File: src/rtl/uart_prog_loader.sv
// -----------------------------------------------------------------------------
// uart_prog_loader
//
// Purpose:
//   Sits behind the UART receiver and turns its byte strobes into program
//   words. Every four bytes form one 32-bit little-endian word, with the first
//   byte received in bits [7:0]. Each word is written to instruction memory at
//   sequential word addresses through a req/gnt write port. Loading stops when
//   the sentinel word END_WORD arrives. The sentinel itself is never written.
//
// Parameters:
//   ADDR_WIDTH    word-address width of the memory port (address wraps)
//   END_WORD      sentinel word that terminates loading
//
// Ports:
//   clk_i         clock
//   rst_i         asynchronous active-high reset
//   en_i          load enable (level); low holds the loader cleared
//   rx_dv_i       one-cycle strobe, rx_byte_i valid
//   rx_byte_i     received byte
//   mem_req_o     write request, held until granted
//   mem_gnt_i     write accepted this cycle (only meaningful while requesting)
//   mem_addr_o    word address, stable while mem_req_o=1
//   mem_wdata_o   write data, stable while mem_req_o=1
//   busy_o        loading or draining the final write
//   done_o        sentinel received and all writes drained
//   overflow_o    sticky: at least one word dropped because a write was stalled
//   word_count_o  words granted since en_i rose, saturating at all-ones
// -----------------------------------------------------------------------------
module uart_prog_loader #(
  parameter int unsigned ADDR_WIDTH = 14,
  parameter logic [31:0] END_WORD   = 32'h0000_0FFF
) (
  input  logic                  clk_i,
  input  logic                  rst_i,
  input  logic                  en_i,
  input  logic                  rx_dv_i,
  input  logic [7:0]            rx_byte_i,
  output logic                  mem_req_o,
  input  logic                  mem_gnt_i,
  output logic [ADDR_WIDTH-1:0] mem_addr_o,
  output logic [31:0]           mem_wdata_o,
  output logic                  busy_o,
  output logic                  done_o,
  output logic                  overflow_o,
  output logic [ADDR_WIDTH:0]   word_count_o
);

  typedef enum logic [1:0] {
    S_IDLE  = 2'd0,
    S_LOAD  = 2'd1,
    S_DRAIN = 2'd2,
    S_DONE  = 2'd3
  } state_e;

  state_e                state_q, state_d;

  logic [1:0]            bc_q;       // byte position inside the current word
  logic [23:0]           asm_q;      // lower three bytes of the word being built
  logic [ADDR_WIDTH-1:0] wptr_q;     // address of the next word to be written
  logic                  req_q;
  logic [ADDR_WIDTH-1:0] addr_q;
  logic [31:0]           wdata_q;
  logic                  overflow_q;
  logic [ADDR_WIDTH:0]   wcount_q;

  logic                  grant;
  logic [31:0]           word_w;
  logic [ADDR_WIDTH-1:0] wptr_inc;

  // Decoded actions for this cycle, produced by the FSM and applied by the
  // datapath register block.
  logic                  start_load;
  logic                  byte_ok;
  logic                  load_word;
  logic                  drop_word;
  logic                  count_grant;

  assign grant    = req_q & mem_gnt_i;
  // The fourth byte is not stored; it completes the word straight from the input.
  assign word_w   = {rx_byte_i, asm_q};
  assign wptr_inc = wptr_q + ADDR_WIDTH'(1);

  // ---------------------------------------------------------------------------
  // FSM: state register
  // ---------------------------------------------------------------------------
  // NOTE: sequential state is always updated with non-blocking assignments so
  // every register samples the pre-edge values of the others.
  always_ff @(posedge clk_i or posedge rst_i) begin
    if (rst_i) state_q <= S_IDLE;
    else       state_q <= state_d;
  end

  // ---------------------------------------------------------------------------
  // FSM: next state and datapath actions
  // ---------------------------------------------------------------------------
  // NOTE: every variable driven here gets a default first; a path that leaves
  // one unassigned would infer a latch.
  always_comb begin
    state_d     = state_q;
    start_load  = 1'b0;
    byte_ok     = 1'b0;
    load_word   = 1'b0;
    drop_word   = 1'b0;
    count_grant = 1'b0;

    if (!en_i) begin
      state_d = S_IDLE;
    end else begin
      unique case (state_q)
        S_IDLE: begin
          // A write left over from the previous session must finish first.
          // Otherwise its grant could be mistaken for a new-session word.
          if (!req_q) begin
            state_d    = S_LOAD;
            start_load = 1'b1;
          end
        end

        S_LOAD: begin
          count_grant = grant;
          if (rx_dv_i) begin
            byte_ok = 1'b1;
            if (bc_q == 2'd3) begin
              if (word_w == END_WORD) begin
                state_d = (req_q && !mem_gnt_i) ? S_DRAIN : S_DONE;
              end else if (!req_q || mem_gnt_i) begin
                load_word = 1'b1;
              end else begin
                drop_word = 1'b1;
              end
            end
          end
        end

        S_DRAIN: begin
          count_grant = grant;
          if (grant) state_d = S_DONE;
        end

        S_DONE: begin
          state_d = S_DONE;
        end

        default: state_d = S_IDLE;
      endcase
    end
  end

  // ---------------------------------------------------------------------------
  // Datapath: byte assembly, write pointer, counters and the memory port
  // ---------------------------------------------------------------------------
  always_ff @(posedge clk_i or posedge rst_i) begin
    if (rst_i) begin
      bc_q       <= '0;
      asm_q      <= '0;
      wptr_q     <= '0;
      req_q      <= 1'b0;
      addr_q     <= '0;
      wdata_q    <= '0;
      overflow_q <= 1'b0;
      wcount_q   <= '0;
    end else begin
      if (!en_i) begin
        // A partial word is discarded along with the session status.
        bc_q       <= '0;
        asm_q      <= '0;
        overflow_q <= 1'b0;
        wcount_q   <= '0;
      end else if (start_load) begin
        bc_q       <= '0;
        asm_q      <= '0;
        wptr_q     <= '0;
        overflow_q <= 1'b0;
        wcount_q   <= '0;
      end else begin
        if (byte_ok) begin
          bc_q <= bc_q + 2'd1;
          unique case (bc_q)
            2'd0:    asm_q[7:0]   <= rx_byte_i;
            2'd1:    asm_q[15:8]  <= rx_byte_i;
            2'd2:    asm_q[23:16] <= rx_byte_i;
            default: asm_q        <= asm_q;
          endcase
        end
        if (drop_word) overflow_q <= 1'b1;
        if (count_grant) begin
          wptr_q <= wptr_inc;
          if (wcount_q != '1) wcount_q <= wcount_q + (ADDR_WIDTH + 1)'(1);
        end
      end

      // The memory port ignores en_i. An outstanding write always completes,
      // so the memory never sees a request withdrawn before its grant.
      if (load_word) begin
        req_q   <= 1'b1;
        // If the previous write is granted in this same cycle, the new word
        // goes to the slot after it.
        addr_q  <= grant ? wptr_inc : wptr_q;
        wdata_q <= word_w;
      end else if (grant) begin
        req_q   <= 1'b0;
      end
    end
  end

  // ---------------------------------------------------------------------------
  // Outputs
  // ---------------------------------------------------------------------------
  assign mem_req_o    = req_q;
  assign mem_addr_o   = addr_q;
  assign mem_wdata_o  = wdata_q;
  assign busy_o       = (state_q == S_LOAD) || (state_q == S_DRAIN);
  assign done_o       = (state_q == S_DONE);
  assign overflow_o   = overflow_q;
  assign word_count_o = wcount_q;

endmodule

File: config.mk
export PLATFORM = sky130hd
export DESIGN_NAME = uart_prog_loader
export DESIGN_NICKNAME = d
export VERILOG_FILES = /design/src/rtl/uart_prog_loader.sv
export SDC_FILE = /design/constraint.sdc
export NUM_CORES = 1
export LEC_CHECK = 0
export CORE_ASPECT_RATIO = 1.5
export CORE_MARGIN = 2
export CORE_UTILIZATION = 54
export CTS_CLUSTER_SIZE = 10
export DETAILED_ROUTE_END_ITERATION = 8
export PLACE_DENSITY_LB_ADDON = 0.3
export SLEW_MARGIN = 20
export SYNTH_ARGS = -nofsm -noshare
export SYNTH_HDL_FRONTEND = slang
export SYNTH_SLANG_ARGS = --single-unit
File: constraint.sdc
create_clock -name clk_i -period 3.7 [get_ports clk_i]
set_input_delay 0.37 -clock clk_i [delete_from_list [all_inputs] [get_ports clk_i]]
set_output_delay 0.37 -clock clk_i [all_outputs]
set_load 0.01 [all_outputs]
* After elaboration in Yosys (flattened, before gate mapping)
Cells that the tools add are included.
** Storage, ports and cells
- Register bits :: 105
** Operators by class
- Add/sub/neg operators :: 3
- Equality and inequality tests :: 20
- Reduce and logical (&&, ||, !) cells :: 16
- Bitwise operators :: 1
- Mux-type cells :: 49
** Operators by type and width (number)
- $mux W24 :: 3
- $mux W15 :: 4
- $mux W14 :: 3
- $eq A32 B12 Y1 const B :: 1
- $mux W1 :: 26
- $mux W8 :: 3
- $ne A3 B1 Y1 const B :: 7
- $mux W2 :: 9
- $add A15 B1 Y15 const B :: 1
- $ne A15 B15 Y1 const B :: 1
- $ne A3 B3 Y1 const B :: 5
- $add A14 B1 Y14 const B :: 1
- $reduce_and A2 Y1 :: 5
- $eq A2 B2 Y1 const B :: 4
- $pmux W2 S4 :: 1
- $reduce_and A5 Y1 :: 1
- $eq A2 B1 Y1 const B :: 2
- $logic_not A2 Y1 :: 2
- $reduce_bool A2 Y1 :: 2
- $add A2 B1 Y2 const B :: 1
- $logic_not A1 Y1 :: 2
- $logic_or A1 B1 Y1 :: 2
- $reduce_or A2 Y1 :: 1
- $and A1 B1 Y1 :: 1
- $logic_and A1 B1 Y1 :: 1

* Logic depth before layout (Yosys ltp)
- Depth in word-level cells :: 11
- Mapped depth :: 8
- Depth with buffers taken out :: 7

* Worst setup path before layout
Ideal clock, no wire load.
- Path type :: register -> register
- Start point :: reg wptr_q[0]
- End point :: reg addr_q[12] (netlist: mem_addr_o[12])
- Path buffers :: 0
- Library setup time :: 0.125 ns
- Stages on the path, launching flop included :: 7
- Arrival :: 1.785 ns
- Required time :: 3.575 ns
- Setup slack :: 1.790 ns
- Cells stage by stage :: dfrtp_1 > ha_1 > nand3_1 > or4_1 > a21o_1 > a21oi_1 > o21ai_1
** Between the ends
- Word-level cells in the longest chain between the ends :: 2
** RTL lines
- from (decl) :: RTL line 60 : logic [ADDR_WIDTH-1:0] wptr_q;
- from (signal assigned) :: RTL line 188 : wptr_q <= wptr_inc;
- $add A14 B1 Y14 :: RTL line 82 : assign wptr_inc = wptr_q + ADDR_WIDTH'(1);
- $mux W14 :: RTL line 199 : addr_q <= grant ? wptr_inc : wptr_q;
- to (signal assigned) :: RTL line 199
- to (decl) :: RTL line 62 : logic [ADDR_WIDTH-1:0] addr_q;
Every way passes these cells.
A chain may end at the register's enable or synchronous reset.

* Worst setup path after layout
- Start point :: reg state_q[1]
- End point :: reg addr_q[6] (netlist: mem_addr_o[6])
** Between the ends
- Word-level cells in the longest chain between the ends :: 3
** RTL lines
- from (decl) :: RTL line 56 : state_e state_q, state_d;
- from (signal assigned) :: RTL line 91 : else state_q <= state_d;
- $eq A2 B1 Y1 :: RTL line 110 : unique case (state_q)
- $mux W1 :: RTL line 110
- $mux W1 :: RTL line 107 : if (!en_i) begin
Every way passes these cells.

==> flow_summary.ini <==
[clock_tree]
clk-insertion-delay-late_ns = 0.36
post-cts-setup-buffers = 0
numClockSinks = 105
cts.clk_slew.worst_paths_ns = 0.07
postCtsHoldBufs = 0
cts-htree-levels = 3
maximum_buffer_depth_of_the_clock_tree = 2
cts_resized = 0
clk_root_buffer_cell = clkbuf_16
numCtsBuffers = 9
cts_tree = yes

[global_route]
global_route.usage.total = 0.257
grt_antenna_before_repair = 0
globalRoute.totalOverflow = 0
global_route_wire_length_before_repair_um = 19700
grt_start_max_net_pins = 64
grt_pass1_vias = 3923

[detailed_routing]
drc = 0
drtIter0Drc = 191
routed_via_density = 5.97
routedWlPerCell_um = 17.6
totalWireLength_um = 11700
num_vias = 3967
ant_nets = 0
first_pass_iters = 5

[logic_synthesis]
async_s_r_ff_share_synth = 1.00
synth.distinct_cells = 45
ys_seq_area_frac = 0.525
synth_area_per_cell_um2 = 10.6
synthFlopType = dfrtp_1
syn-instance-count = 473
synth_fp_nets = 496
ys_warns = 0
synth-seq-cells = 105
netlist_area_before_placement_um2 = 5010
synth_edf_count = 0

[setup_path]
worstPathArrival_ns = 3.03
crit_buf_inv = 2
timing.critical_path.to_type = register
critical_path.slowest_cell = nor2_1
cpLargestDelayFamily = simple AND/OR/NAND/NOR gates
critical_path.reg2reg.startpoint = state_q[1]
worstPathMaxFanout = 16
worst-endpoint-required_ns = 3.99
startpoint = state_q[1]
sequence_of_cells_on_the_critical_path = inv_1 -> ha_1 -> nand2_1 -> nor2_1 -> o21ai_1 -> buf_4 -> nor2_1 -> o22a_1
slowest_delay_ns = 0.66
crit_path_frequent_cell = nor2_1
start_kind = register
class_of_the_most_critical_setup_path = register to register

[sta]
clock-skew-final_ns = 0.00820
fin_setup_tns_ns = 0
timing_hold_violations_final = 0
grt_setup_unrepaired = false
fmax_mhz = 365
final.period_utilization = 0.740
max_slew_margin = 0.435
hold_ws_ns = 0.504
timing.final.setup_violations = 0
timing.final.crit_period_ns = 2.74
drv_slew = 0
timing_worst_slew_pin_value_ns = 0.845

[power_and_ir_drop]
netSwitchingFraction = 0.263
share_clk_of_total_power = 0.403
pwr-share-comb = 0.120
vdd_drop_max_mv = 0.291
p_seq_frac = 0.477
power_density_nw_per_um2 = 397
switching_power_mw = 0.649
power.static_leakage_nw = 2.81
p_total_mw = 2.47
cell_int_power_mw = 1.82

[floorplan]
initial_core_util = 0.547
fp.coreArea_um2 = 9150
placement_rows = 43
dieArea_um2 = 10100
io_pins = 78
chipWidth_um = 82.6
die_height_um = 122

[placed_design]
finalWeightedCongestion = 0.930
buffer_ports.inserted = 77
dp_hpwl_um = 8170
post-place-cells = 648

[layout]
antenna_cells = 0
instances_no_fill = 664
drive_gt1_frac = 0.121
fillers = 732
syn2layout_area_growth_pct = 24.0
multiInputGateArea_um2 = 2240
final-seq-area_um2 = 2630
layout.cells.most_common = dfrtp_1
num-nets-final = 570
mostFrequentLayoutCells = 105 x dfrtp_1, 77 x clkdlybuf4s50_1, 59 x nor2_1

[outcome]
outcome = finished, final reports clean

[flow_run]
maxCapViolations = 0

[worst_hold_path]
timing.hold.worst.class = primary input to async pin
## power groups by stage
stage,sequential (mW),clock (mW),combinational [mW]
after floorplan,1.19,0,0.196
after global placement,1.20,0,0.286
after detailed placement,1.20,0,0.292
after CTS,1.18,1.00,0.297
after global routing,1.18,1.06,0.332
final,1.18,0.993,0.295
## routing by layer
metal,vias up,global-route usage,wire length [um]
met1,1979,0.320,4620
met2,113,0.431,6340
li1,1859,-,-
met3,16,0.0481,520
met4,0,0.106,217
met5,-,0,0
## cell families (layout without fill, tap and decap cells)
kind of cell,count (synthesis),after routing,share of synthesized area
muxes,57,57,0.122
buffers and inverters,34,113,0.0280
xor gates and xnor gates,9,9,0.0157
DFF,105,105,0.525
AOI/OAI and AO/OA,91,91,0.116
adders and majority gates,10,10,0.0250
and+or+nand+nor,167,167,0.168
## synthesized netlist by cell type (3+ instances only)
cell type / number / area share
nand4_1: 14 / 0.017
xor2_1: 8 / 0.014
a21oi_1: 18 / 0.018
nand2_1: 36 / 0.027
nor4b_2: 3 / 0.0090
nand3_1: 19 / 0.019
mux2_2: 32 / 0.072
ha_1: 10 / 0.025
nor3_1: 10 / 0.010
inv_1: 10 / 0.0075
or4_1: 4 / 0.0060
dfrtp_1: 105 / 0.52
a31oi_1: 12 / 0.015
o21ai_0: 27 / 0.027
nor2_1: 59 / 0.044
buf_2: 9 / 0.0090
o31ai_1: 7 / 0.010
o22a_1: 13 / 0.023
clkbuf_1: 13 / 0.0097
mux2i_1: 25 / 0.050
or3_1: 3 / 0.0037
## cell type report
type                       instances  share of cell area
sequential                       105               0.423
multi-input combinational        334               0.361
timing repair buffer              86               0.135
clock buffer                      10              0.0385
tap                              112              0.0226
clock inverter                     6              0.0127
inverter                          11             0.00706
## flip-flops by register name, indices dropped and copies added, names as in the netlist, 2 cells and up
| register | flops |
|---|---|
| bc_q | 2 |
| state_q | 2 |
| wptr_q | 14 |
| mem_addr_o | 14 |
| asm_q | 24 |
| mem_wdata_o | 32 |
| word_count_o | 15 |
## final timing paths
path / end / slack (ns) / cells past startpoint
max in group asynchronous: asm_q[3] / 2.38 / 3
hold / removal: mem_addr_o[3] / 0.50 / 2
min in group clk_i: mem_addr_o[8] / 0.50 / 1
setup / recovery: mem_addr_o[6] / 0.96 / 8
setup reg to reg: mem_addr_o[6] / 0.96 / 8
hold reg to reg: mem_addr_o[8] / 0.50 / 1
## through the flow
stage / area, um2 / setup WS (ns) / util
6_report: 6210 / 0.963 / 0.679
5_1_grt: 6210 / 0.757 / 0.679
4_1_cts: 6210 / 0.961 / 0.679
3_5_place_dp: 5890 / 0.912 / 0.644
3_3_place_gp: 5890 / 0.951 / 0.644
2_1_floorplan: 5010 / 0.569 / -
No activity file was read; power rests on OpenSTA's default activity.
